### src/rtl/k16_mem_arbiter.sv
// rtl/k16_mem_arbiter.sv - video-priority CPU/video arbiter for one synchronous single-port RAM
// Optional CPU starvation guard: define K16_ARB_STARVE_GUARD_EN.
module k16_mem_arbiter #(
  parameter int ADDR_W   = 16,
  parameter int DATA_W   = 16,
  parameter int MAX_WAIT = 8
) (
  input  logic              clk,
  input  logic              reset,
  input  logic              cpu_req,
  input  logic [ADDR_W-1:0] cpu_addr,
  input  logic [DATA_W-1:0] cpu_wdata,
  input  logic              cpu_write,
  output logic              cpu_gnt,
  output logic              cpu_hold,
  output logic [DATA_W-1:0] cpu_rdata,
  output logic              cpu_rvalid,
  input  logic              vid_req,
  input  logic [ADDR_W-1:0] vid_addr,
  output logic              vid_gnt,
  output logic [DATA_W-1:0] vid_rdata,
  output logic              vid_rvalid,
  output logic [ADDR_W-1:0] mem_addr,
  output logic [DATA_W-1:0] mem_wdata,
  output logic              mem_we,
  input  logic [DATA_W-1:0] mem_rdata
);

  if (MAX_WAIT < 1 || MAX_WAIT > 255) begin : g_bad_max_wait
    $error("k16_mem_arbiter: MAX_WAIT must be in 1..255");
  end

  logic [ADDR_W-1:0] addr_q, addr_d;
  logic [DATA_W-1:0] wdata_q, wdata_d;
  logic              we_q, we_d;
  logic [1:0]        tag_q, tag_d;
  logic              cpu_rv_q, cpu_rv_d;
  logic              vid_rv_q, vid_rv_d;
  logic              cpu_acc, vid_acc, cpu_force;

`ifdef K16_ARB_STARVE_GUARD_EN
  localparam logic [7:0] MAX_WAIT_C = 8'(MAX_WAIT);
  logic [7:0] wait_q, wait_d;

  assign cpu_force = cpu_req && (wait_q == MAX_WAIT_C);

  always_comb begin
    wait_d = wait_q;
    if (!cpu_req || cpu_acc) begin
      wait_d = 8'd0;
    end else if (wait_q != MAX_WAIT_C) begin
      wait_d = wait_q + 8'd1;
    end
  end

  always_ff @(posedge clk) begin
    if (reset) wait_q <= 8'd0;
    else       wait_q <= wait_d;
  end
`else
  assign cpu_force = 1'b0;
`endif

  // Video wins ties so scanout never misses a fetch; reset blocks all grants.
  always_comb begin
    cpu_gnt = 1'b0;
    vid_gnt = 1'b0;
    if (!reset) begin
      if (vid_req && !cpu_force) vid_gnt = 1'b1;
      else if (cpu_req)          cpu_gnt = 1'b1;
    end
  end

  assign cpu_acc  = cpu_req & cpu_gnt;
  assign vid_acc  = vid_req & vid_gnt;
  assign cpu_hold = cpu_req & ~cpu_gnt;

  always_comb begin
    addr_d   = addr_q;
    wdata_d  = wdata_q;
    we_d     = 1'b0;
    tag_d    = {cpu_acc & ~cpu_write, vid_acc};
    cpu_rv_d = tag_q[1];
    vid_rv_d = tag_q[0];
    if (cpu_acc) begin
      addr_d  = cpu_addr;
      wdata_d = cpu_wdata;
      we_d    = cpu_write;
    end else if (vid_acc) begin
      addr_d  = vid_addr;
    end
  end

  always_ff @(posedge clk) begin
    if (reset) begin
      addr_q   <= '0;
      wdata_q  <= '0;
      we_q     <= 1'b0;
      tag_q    <= 2'b00;
      cpu_rv_q <= 1'b0;
      vid_rv_q <= 1'b0;
    end else begin
      addr_q   <= addr_d;
      wdata_q  <= wdata_d;
      we_q     <= we_d;
      tag_q    <= tag_d;
      cpu_rv_q <= cpu_rv_d;
      vid_rv_q <= vid_rv_d;
    end
  end

  assign mem_addr   = addr_q;
  assign mem_wdata  = wdata_q;
  assign mem_we     = we_q;
  assign cpu_rvalid = cpu_rv_q;
  assign vid_rvalid = vid_rv_q;
  assign cpu_rdata  = mem_rdata;
  assign vid_rdata  = mem_rdata;

endmodule

### config.mk
export PLATFORM = sky130hd
export DESIGN_NAME = k16_mem_arbiter
export DESIGN_NICKNAME = d
export VERILOG_FILES = /design/src/rtl/k16_mem_arbiter.sv
export SDC_FILE = /design/constraint.sdc
export NUM_CORES = 1
export LEC_CHECK = 0
export CAP_MARGIN = 20
export CORE_MARGIN = 4
export CORE_UTILIZATION = 40
export CTS_CLUSTER_DIAMETER = 30
export DETAILED_ROUTE_END_ITERATION = 7
export DONT_BUFFER_PORTS = 1
export PLACE_DENSITY = 0.56
export SLEW_MARGIN = 20
export SYNTH_ARGS = -nofsm -noshare
export SYNTH_HDL_FRONTEND = slang
export SYNTH_SLANG_ARGS = --single-unit
### constraint.sdc
create_clock -name clk -period 1.4 [get_ports clk]
set_clock_uncertainty 0.1 [all_clocks]
set_input_delay 0.14 -clock clk [delete_from_list [all_inputs] [get_ports clk]]
set_output_delay 0.14 -clock clk [all_outputs]
set_load 0.02 [all_outputs]
---- After elaboration in Yosys (flattened, before gate mapping) ----
Cells that the tools add are included.
word-level totals
  bits in registers ....................... 37
  input bits .............................. 69
  logic and storage cells ................. 22
  output and inout bits ................... 70
cells by class
  reduce and logical (&&, ||, !) cells .... 2
  bitwise logic cells ..................... 7
  muxes and demuxes ....................... 7
operators by type and width
  kind                number
  two-way mux 16 bit  2
  two-way mux 1 bit   5
  bitwise AND 1 bit   4
  NOT 1 bit           3
  nonzero test 2 bit  1
  OR reduction 2 bit  1

---- Longest topological paths before layout ----
Gate-level depths: netlist of the first run.
  depth in word-level cells ............... 6
  mapped depth ............................ 6
  depth with buffers taken out ............ 3

---- Least setup slack after synthesis of the first run ----
No wires, ideal clock.
  path type ............................... input to register
  start ................................... input port cpu_req
  end ..................................... register we_q, in the netlist mem_we
  buffers on the path ..................... 2
  slack ................................... 294 ps
  data arrival time ....................... 946 ps
  required time ........................... 1240 ps
  library setup time ...................... 60 ps
  cell stages on the path ................. 5
  path through ............................ buf_6 nand2b_1 buf_4 nor2_1 and2_1
on the way
  longest elaborated chain between the ends .. 6
ends and longest elaborated chain
  item                          line  source
  from (decl)                   10    input logic cpu_req,
  two-way mux 1 bit             70    else if (cpu_req) cpu_gnt = 1'b1;
  two-way mux 1 bit             69    if (vid_req && !cpu_force) vid_gnt = 1'b1;
  two-way mux 1 bit             68    if (!reset) begin
  named net cpu_gnt             14    output logic cpu_gnt,
  bitwise AND 1 bit             74    assign cpu_acc = cpu_req & cpu_gnt;
  NOT 1 bit (no line)           --
  OR reduction 2 bit (no line)  --
  to (signal assigned)          105   we_q <= we_d;
  to (decl)                     35    logic we_q, we_d;
The timed path passes the listed nets, and every way through them passes these cells.
A chain may end at the register's enable or synchronous reset.

---- Worst setup path in the final report of the first run ----
  start ................................... input port vid_req
  end ..................................... register wdata_q[10], in the netlist mem_wdata[10]
on the way
  longest elaborated chain between the ends .. 3
ends and longest elaborated chain
  item                  line  source
  from (decl)           18    input logic vid_req,
  two-way mux 1 bit     69
  two-way mux 1 bit     68
  bitwise AND 1 bit     74
  to (signal assigned)  104   wdata_q <= wdata_d;
  to (decl)             34    logic [DATA_W-1:0] wdata_q, wdata_d;
Every way passes these cells.

==> results of run 1 <==
-- registers in the layout, summed over array words and instances, names as in the netlist --
signal and count:
vid_rvalid 1, cpu_rvalid 1, mem_addr 16, mem_wdata 16, tag_q 2, mem_we 1
-- layout make-up --
cell class / instances / area share (%)
clock buffer: 6 / 3.71
clock inverter: 2 / 0.511
multi-input combinational: 106 / 35.5
sequential: 37 / 37.9
tap: 50 / 3.19
timing repair buffer: 37 / 19.2
-- cells in the mapped netlist --
cell type   n  area share, %
buf_4      37             16
dfxtp_1    37             42
nand2_1    32            6.8
nor2_1     17            3.6
a21oi_1    16            4.5
mux2i_1    16            9.0
mux2_4      9            7.6
mux2_2      7            4.4
nor2b_1     4            1.4
clkbuf_1    3           0.64
buf_6       2            1.3
and2_1      1           0.35
and2b_1     1           0.42
buf_12      1            1.1
buf_2       1           0.28
nand2b_1    1           0.35
nor3_1      1           0.28
o21a_1      1           0.42
-- layer usage --
layer	track usage [%]	vias up	share of wire (%)
met2	24.8	76	50
met5	0	-	0
li1	-	568	-
met3	5.27	30	12
met4	9.68	0	5.1
met1	13.1	525	33
-- worst max-delay path by stage --
stage	end	slack (ns)	cells past startpoint	startpoint
floorplan	mem_we$_SDFF_PP0_	0.29	5	cpu_req
global placement	mem_wdata[0]$_SDFFE_PP0P_	0.35	3	vid_req
detailed placement	mem_wdata[2]$_SDFFE_PP0P_	0.30	3	vid_req
CTS	mem_wdata[10]$_SDFFE_PP0P_	0.05	3	mem_wdata[10]$_SDFFE_PP0P_
global route	mem_wdata[10]$_SDFFE_PP0P_	0.009	4	vid_req
finish	mem_wdata[10]$_SDFFE_PP0P_	0.08	4	vid_req
-- critical path, cell delays in order --
cell	delay, ns
and2b_1	0.50
nand2_1	0.12
a21oi_1	0.13
dlygate4sd3_1	0.55
-- timing repair --
action	CTS	global route
endpoints found under the setup margin	0	1
hold endpoints to repair	37	16
resized for setup	0	1
-- where the power goes --
group,switching (mW),internal (mW)
sequential,0.107,1.11
clock,0.350,0.345
combinational,0.0952,0.171
-- per-stage QoR --
step	setup WS, ns	hold slack (ns)	cell area (um^2)	std cells	util, %
3_3_place_gp	0.348	0.112	1510	195	36.5
3_5_place_dp	0.303	0.115	1510	195	36.5
4_1_cts	0.0457	-0.0867	1960	238	47.2
5_1_grt	0.00922	-0.0885	1960	238	47.3
2_1_floorplan	0.294	0.117	1770	187	-
6_report	0.0786	-0.0790	1960	238	47.3
-- logic make-up (layout without fill, tap and decap cells) --
kind of cell           count (synthesis)  after routing  synth area share, %
buffers and inverters                 44             45                 19.0
muxes                                 32             32                 21.1
and+or+nand+nor                       57             57                 13.2
AOI/OAI and AO/OA                     17             17                 4.94
DFF                                   37             37                 41.8
-- cells in the final DEF (no fill, tap or decap) --
cell type and count:
clkbuf_1 1, buf_4 2, dfxtp_1 36, nor2_1 17, nor2b_1 4, clkbuf_8 5
mux2_4 9, nand2b_1 1, nor3_1 1, dlygate4sd3_1 34, dfxtp_2 1, buf_12 1
o21a_1 1, clkinv_2 2, mux2i_1 16, and2_1 1, nand2_1 32, mux2_2 7
and2b_1 1, a21oi_1 16
==> summary.md, run 1 <==
| Metric | Value |
|---|---|
| Min-delay worst type | `in -> reg` |
| Final setup viols | `0` |
| Total GRT Usage | `13.9%` |
| Peak Freq | `0.757 GHz` |
| Worst r2r src | `mem_wdata[10]$_SDFFE_PP0P_` |
| Routed vias/inst | `5.04` |
| Max Fanout on Critical Path | `21` |
| Post-synth net total | `256` |
| # hold bufs at CTS | `35` |
| Failing checks | `negative hold slack` |
| Worst EP required | `1.52 ns` |
| Synth unique cells | `18` |
| Post-CTS Setup Inserts | `0` |
| Area growth syn-to-layout | `10.4%` |
| Tmin final | `1.32 ns` |
| Diode count | `0` |
| DRC Markers | `0` |
| Port buffer count | `0` |
| Initial core utilization | `42.8%` |
| Die ar. | `5560 um^2` |
| Worst r2r dst | `mem_wdata[10]$_SDFFE_PP0P_` |
| Max Root-Sink Buffers | `2` |
| CTS Root Cell | `clkbuf_8` |
| VDD IR max | `0.425 mV` |
| Synth Register Bits | `37` |
| Setup TNS | `0 ns` |
| Core Box Area | `4140 um^2` |
| DP HPWL | `2.72 mm` |
| Rows | `23` |
| Mapped Cells | `187` |
| Nets | `256` |
| Run status | `finished, violations left` |
| WHS | `-0.0790 ns` |
| WP data arrival | `1.44 ns` |
| FF+latch area | `742 um^2` |
| Fin crit share | `94.4%` |
| Pwr Density | `1110 nW/um^2` |
| CP Capture Type | `flop` |
| Die span in y | `74.6 um` |
| LEAKAGE | `0.823 nW` |
| Depth of the CTS H-tree | `2` |
| CTS tree | `yes` |
| ANT nets after route | `0` |
| Gr ovfl total | `0` |
| Sequential element share of the synthesized area | `41.8%` |
| Netlist Area Pre-Place | `1770 um^2` |
| Max-slew violations | `0` |
| Cells on Worst Hold Path | `2` |
| Io pins | `139` |
| Drt wl/cell | `16.9 um` |
| Endpoints failing hold | `16` |
| Worst reg2reg setup slack | `0.11 ns` |
| RD Place Congestion | `0.752` |
| Rel. slew slack | `66.2%` |
| RSZ-0062 raised after global routing | `no` |
| Max_cap viols | `0` |
| WL final | `4.03 mm` |
| Initial drt markers | `24` |
| Area of the multi-input gates | `696 um^2` |
| Endpoint, Worst Hold | `mem_addr[7]$_SDFFE_PP0P_` |
| Fill cell count | `389` |
| Reg clk slew, reported paths | `0.07 ns` |
| Initial antenna violation count | `0` |
| Vias after detailed routing | `1199` |
| Num CTS Buffers | `5` |
| Startpoint Class | `primary input` |
| Synth Area per Inst | `9.48 um^2` |
| Vias in the first global route | `1254` |
| Layout cells sized above 1 | `14.4%` |
| First-pass GRT wire length | `5.85 mm` |
| Worst Setup Path Type | `in -> reg` |
| Die W | `74.6 um` |
| Yosys Warn Count | `0` |
| Clock Latency Late Sink | `0.28 ns` |
| Drt pass-1 iters | `4` |
| Worst slew pin tran | `0.507 ns` |
| CTS Sinks | `37` |
| Largest net degree at the start of global routing | `38` |
| Total power | `2.18 mW` |
| Beginning of the worst hold path | `vid_req` |
| R2R depth | `3` |
Note: power is estimated with default switching activity, not from simulation.
==> run 2: changes to the inputs <==
--- a/config.mk
+++ b/config.mk
@@ -11,7 +11,7 @@
 export CTS_CLUSTER_DIAMETER = 30
 export DETAILED_ROUTE_END_ITERATION = 7
 export DONT_BUFFER_PORTS = 1
-export PLACE_DENSITY = 0.56
+export PLACE_DENSITY_LB_ADDON = 0.12
 export SLEW_MARGIN = 20
 export SYNTH_ARGS = -nofsm -noshare
 export SYNTH_HDL_FRONTEND = slang
==> run 2 against run 1 <==
The flow still finishes with violations (negative hold slack). First-iteration DRC count grew 88%. Sequential power is essentially flat. Register-to-register slack is essentially flat. Largest power group unchanged. Non-clock buffer count grew 1. Hold slack lost 0.0066 ns. Critical path depth shrank 1. Final area grew 1.3%. Critical endpoint is now mem_wdata[12]$_SDFFE_PP0P_.
==> summary.md, run 2 (same netlist as run 1, synthesis figures left out) <==
| Metric | Value |
|---|---|
| Run status | `finished, violations left (unchanged)` |
| Failing checks | `negative hold slack (unchanged)` |
| Port buffer count | `0 (unchanged)` |
| Pwr Density | `1150 nW/um^2 (was 1110 nW/um^2)` |
| Worst Setup Path Type | `reg -> reg (was in -> reg)` |
| CTS tree | `yes (unchanged)` |
| Post-CTS Setup Inserts | `0 (unchanged)` |
| Gr ovfl total | `0 (unchanged)` |
| DP HPWL | `2.63 mm (was 2.72 mm)` |
| Power Internal | `1.73 mW (was 1.63 mW)` |
| Die W | `74.6 um (unchanged)` |
| RD Place Congestion | `0.706 (was 0.752)` |
| Tmin final | `1.30 ns (was 1.32 ns)` |
| Rel. slew slack | `72.3% (was 66.2%)` |
| Diode count | `0 (unchanged)` |
| VDD IR max | `0.489 mV (was 0.425 mV)` |
| Drt pass-1 iters | `4 (unchanged)` |
| NetSw | `560 uW (was 553 uW)` |
| Clock Latency Late Sink | `0.28 ns (about the same)` |
| Fin crit share | `92.6% (was 94.4%)` |
| Switching Fraction | `24.4% (was 25.4%)` |
| Vias after detailed routing | `1218 (was 1199)` |
| Reg clk slew, reported paths | `0.07 ns (about the same)` |
| CTS Root Cell | `clkbuf_8 (unchanged)` |
| Setup TNS | `0 ns (unchanged)` |
| Max Fanout on Critical Path | `2 (was 21)` |
| Placed Cells | `196 (was 195)` |
| Max Root-Sink Buffers | `2 (unchanged)` |
| Peak Freq | `0.772 GHz (was 0.757 GHz)` |
| Most frequent cells in the layout | `dfxtp_1, dlygate4sd3_1, nand2_1 (unchanged)` |
| Max-slew violations | `0 (unchanged)` |
| Worst EP required | `1.52 ns (about the same)` |
| Min-delay worst type | `in -> reg (unchanged)` |
| Endpoints failing hold | `16 (unchanged)` |
| Rows | `23 (unchanged)` |
| Vias in the first global route | `1361 (was 1254)` |
| WL final | `3.98 mm (was 4.03 mm)` |
| Max_cap viols | `0 (unchanged)` |
| Num CTS Buffers | `5 (unchanged)` |
| Total power | `2.29 mW (was 2.18 mW)` |
| Reg power frac | `53.3% (was 55.9%)` |
| WHS | `-0.0856 ns (was -0.0790 ns)` |
| Fin cells | `239 (was 238)` |
| Total GRT Usage | `14.3% (was 13.9%)` |
| Initial antenna violation count | `0 (unchanged)` |
| Die ar. | `5560 um^2 (unchanged)` |
| Power share of the combinational group | `11.7% (was 12.2%)` |
| CTS Sinks | `37 (unchanged)` |
| Layout cells sized above 1 | `15.3% (was 14.4%)` |
| Worst slew pin tran | `0.415 ns (was 0.507 ns)` |
| Initial core utilization | `42.8% (unchanged)` |
| # hold bufs at CTS | `35 (unchanged)` |
| Core Box Area | `4140 um^2 (unchanged)` |
| Final setup viols | `0 (unchanged)` |
| Core Util, Final | `47.9% (was 47.3%)` |
| ANT nets after route | `0 (unchanged)` |
| Clock share of power | `35.0% (was 31.9%)` |
| Nets | `257 (was 256)` |
| Routed vias/inst | `5.10 (was 5.04)` |
| Drt wl/cell | `16.7 um (was 16.9 um)` |
| CP Capture Type | `flop (unchanged)` |
| First-pass GRT wire length | `6.02 mm (was 5.85 mm)` |
| Startpoint Class | `flop (was primary input)` |
| Depth of the CTS H-tree | `2 (unchanged)` |
| DRC Markers | `0 (unchanged)` |
| Area growth syn-to-layout | `11.9% (was 10.4%)` |
| LEAKAGE | `0.838 nW (was 0.823 nW)` |
| Initial drt markers | `45 (was 24)` |
| Fill cell count | `393 (was 389)` |
| Io pins | `139 (unchanged)` |
| RSZ-0062 raised after global routing | `no (unchanged)` |
| Die span in y | `74.6 um (unchanged)` |
| WP data arrival | `1.42 ns (was 1.44 ns)` |
| Largest net degree at the start of global routing | `38 (unchanged)` |
| Commonest non-fill, non-tap cell in the layout | `dfxtp_1 (unchanged)` |
run 2: cell types whose count changed in the layout (fill, tap and decap cells not counted):
cell	delta
clkbuf_8	+2
clkbuf_1	-1
clkinv_2	-1
buf_4	+1
run 2: power by group through the flow:
stage | sequential [mW] | combinational (mW) | clock [mW]
after CTS | 1.22 | 0.270 | 0.841
after detailed placement | 1.24 | 0.171 | 0
after global routing | 1.23 | 0.297 | 0.886
final | 1.22 | 0.269 | 0.800
after global placement | 1.24 | 0.163 | 0
after floorplan | 1.23 | 0.334 | 0
run 2: final timing paths:
kind | from | to | slack (ns) | depth (start not counted)
max | mem_wdata[12]$_SDFFE_PP0P_ | mem_wdata[12]$_SDFFE_PP0P_ | 0.10 | 3
min | vid_req | mem_addr[7]$_SDFFE_PP0P_ | -0.09 | 2
max reg2reg | mem_wdata[12]$_SDFFE_PP0P_ | mem_wdata[12]$_SDFFE_PP0P_ | 0.10 | 3
min reg2reg | tag_q[0]$_SDFF_PP0_ | vid_rvalid$_SDFF_PP0_ | 0.35 | 1
run 2: metal layers:
metal,up-vias,global-route usage [%],wire length [um]
met5,-,0,0
met4,0,7.51,154
met3,39,6.49,460
met2,63,25.6,2030
met1,543,13.5,1340
li1,573,-,-
run 2: critical path: stages, from the launching register on:
cell and delay [ns]:
dfxtp_2 0.39, nand2_1 0.06, a21oi_1 0.13, dlygate4sd3_1 0.55
run 2: cell type report:
cell class                      instances  area [um^2]  share of cell area, %
Timing Repair Buffer                   38          383                   19.3
Clock inverter                          1         5.00                  0.252
Sequential cell                        37          742                   37.4
Clock buffer                            7         96.3                   4.85
Tap cell                               50         62.6                   3.15
Multi-Input combinational cell        106          696                   35.1
run 2: what timing repair did:
action,4_1_cts,5_1_grt
gates resized for setup,0,1
hold endpoints to repair,37,16
setup endpoints to repair,0,1
run 2: stage by stage:
step	setup slack, ns	instance area, um^2	hold slack [ns]
2_1_floorplan	0.294	1770	0.117
3_3_place_gp	0.360	1520	0.113
3_5_place_dp	0.337	1520	0.115
4_1_cts	0.0408	1980	-0.0952
5_1_grt	0.0499	1980	-0.0900
6_report	0.104	1980	-0.0856
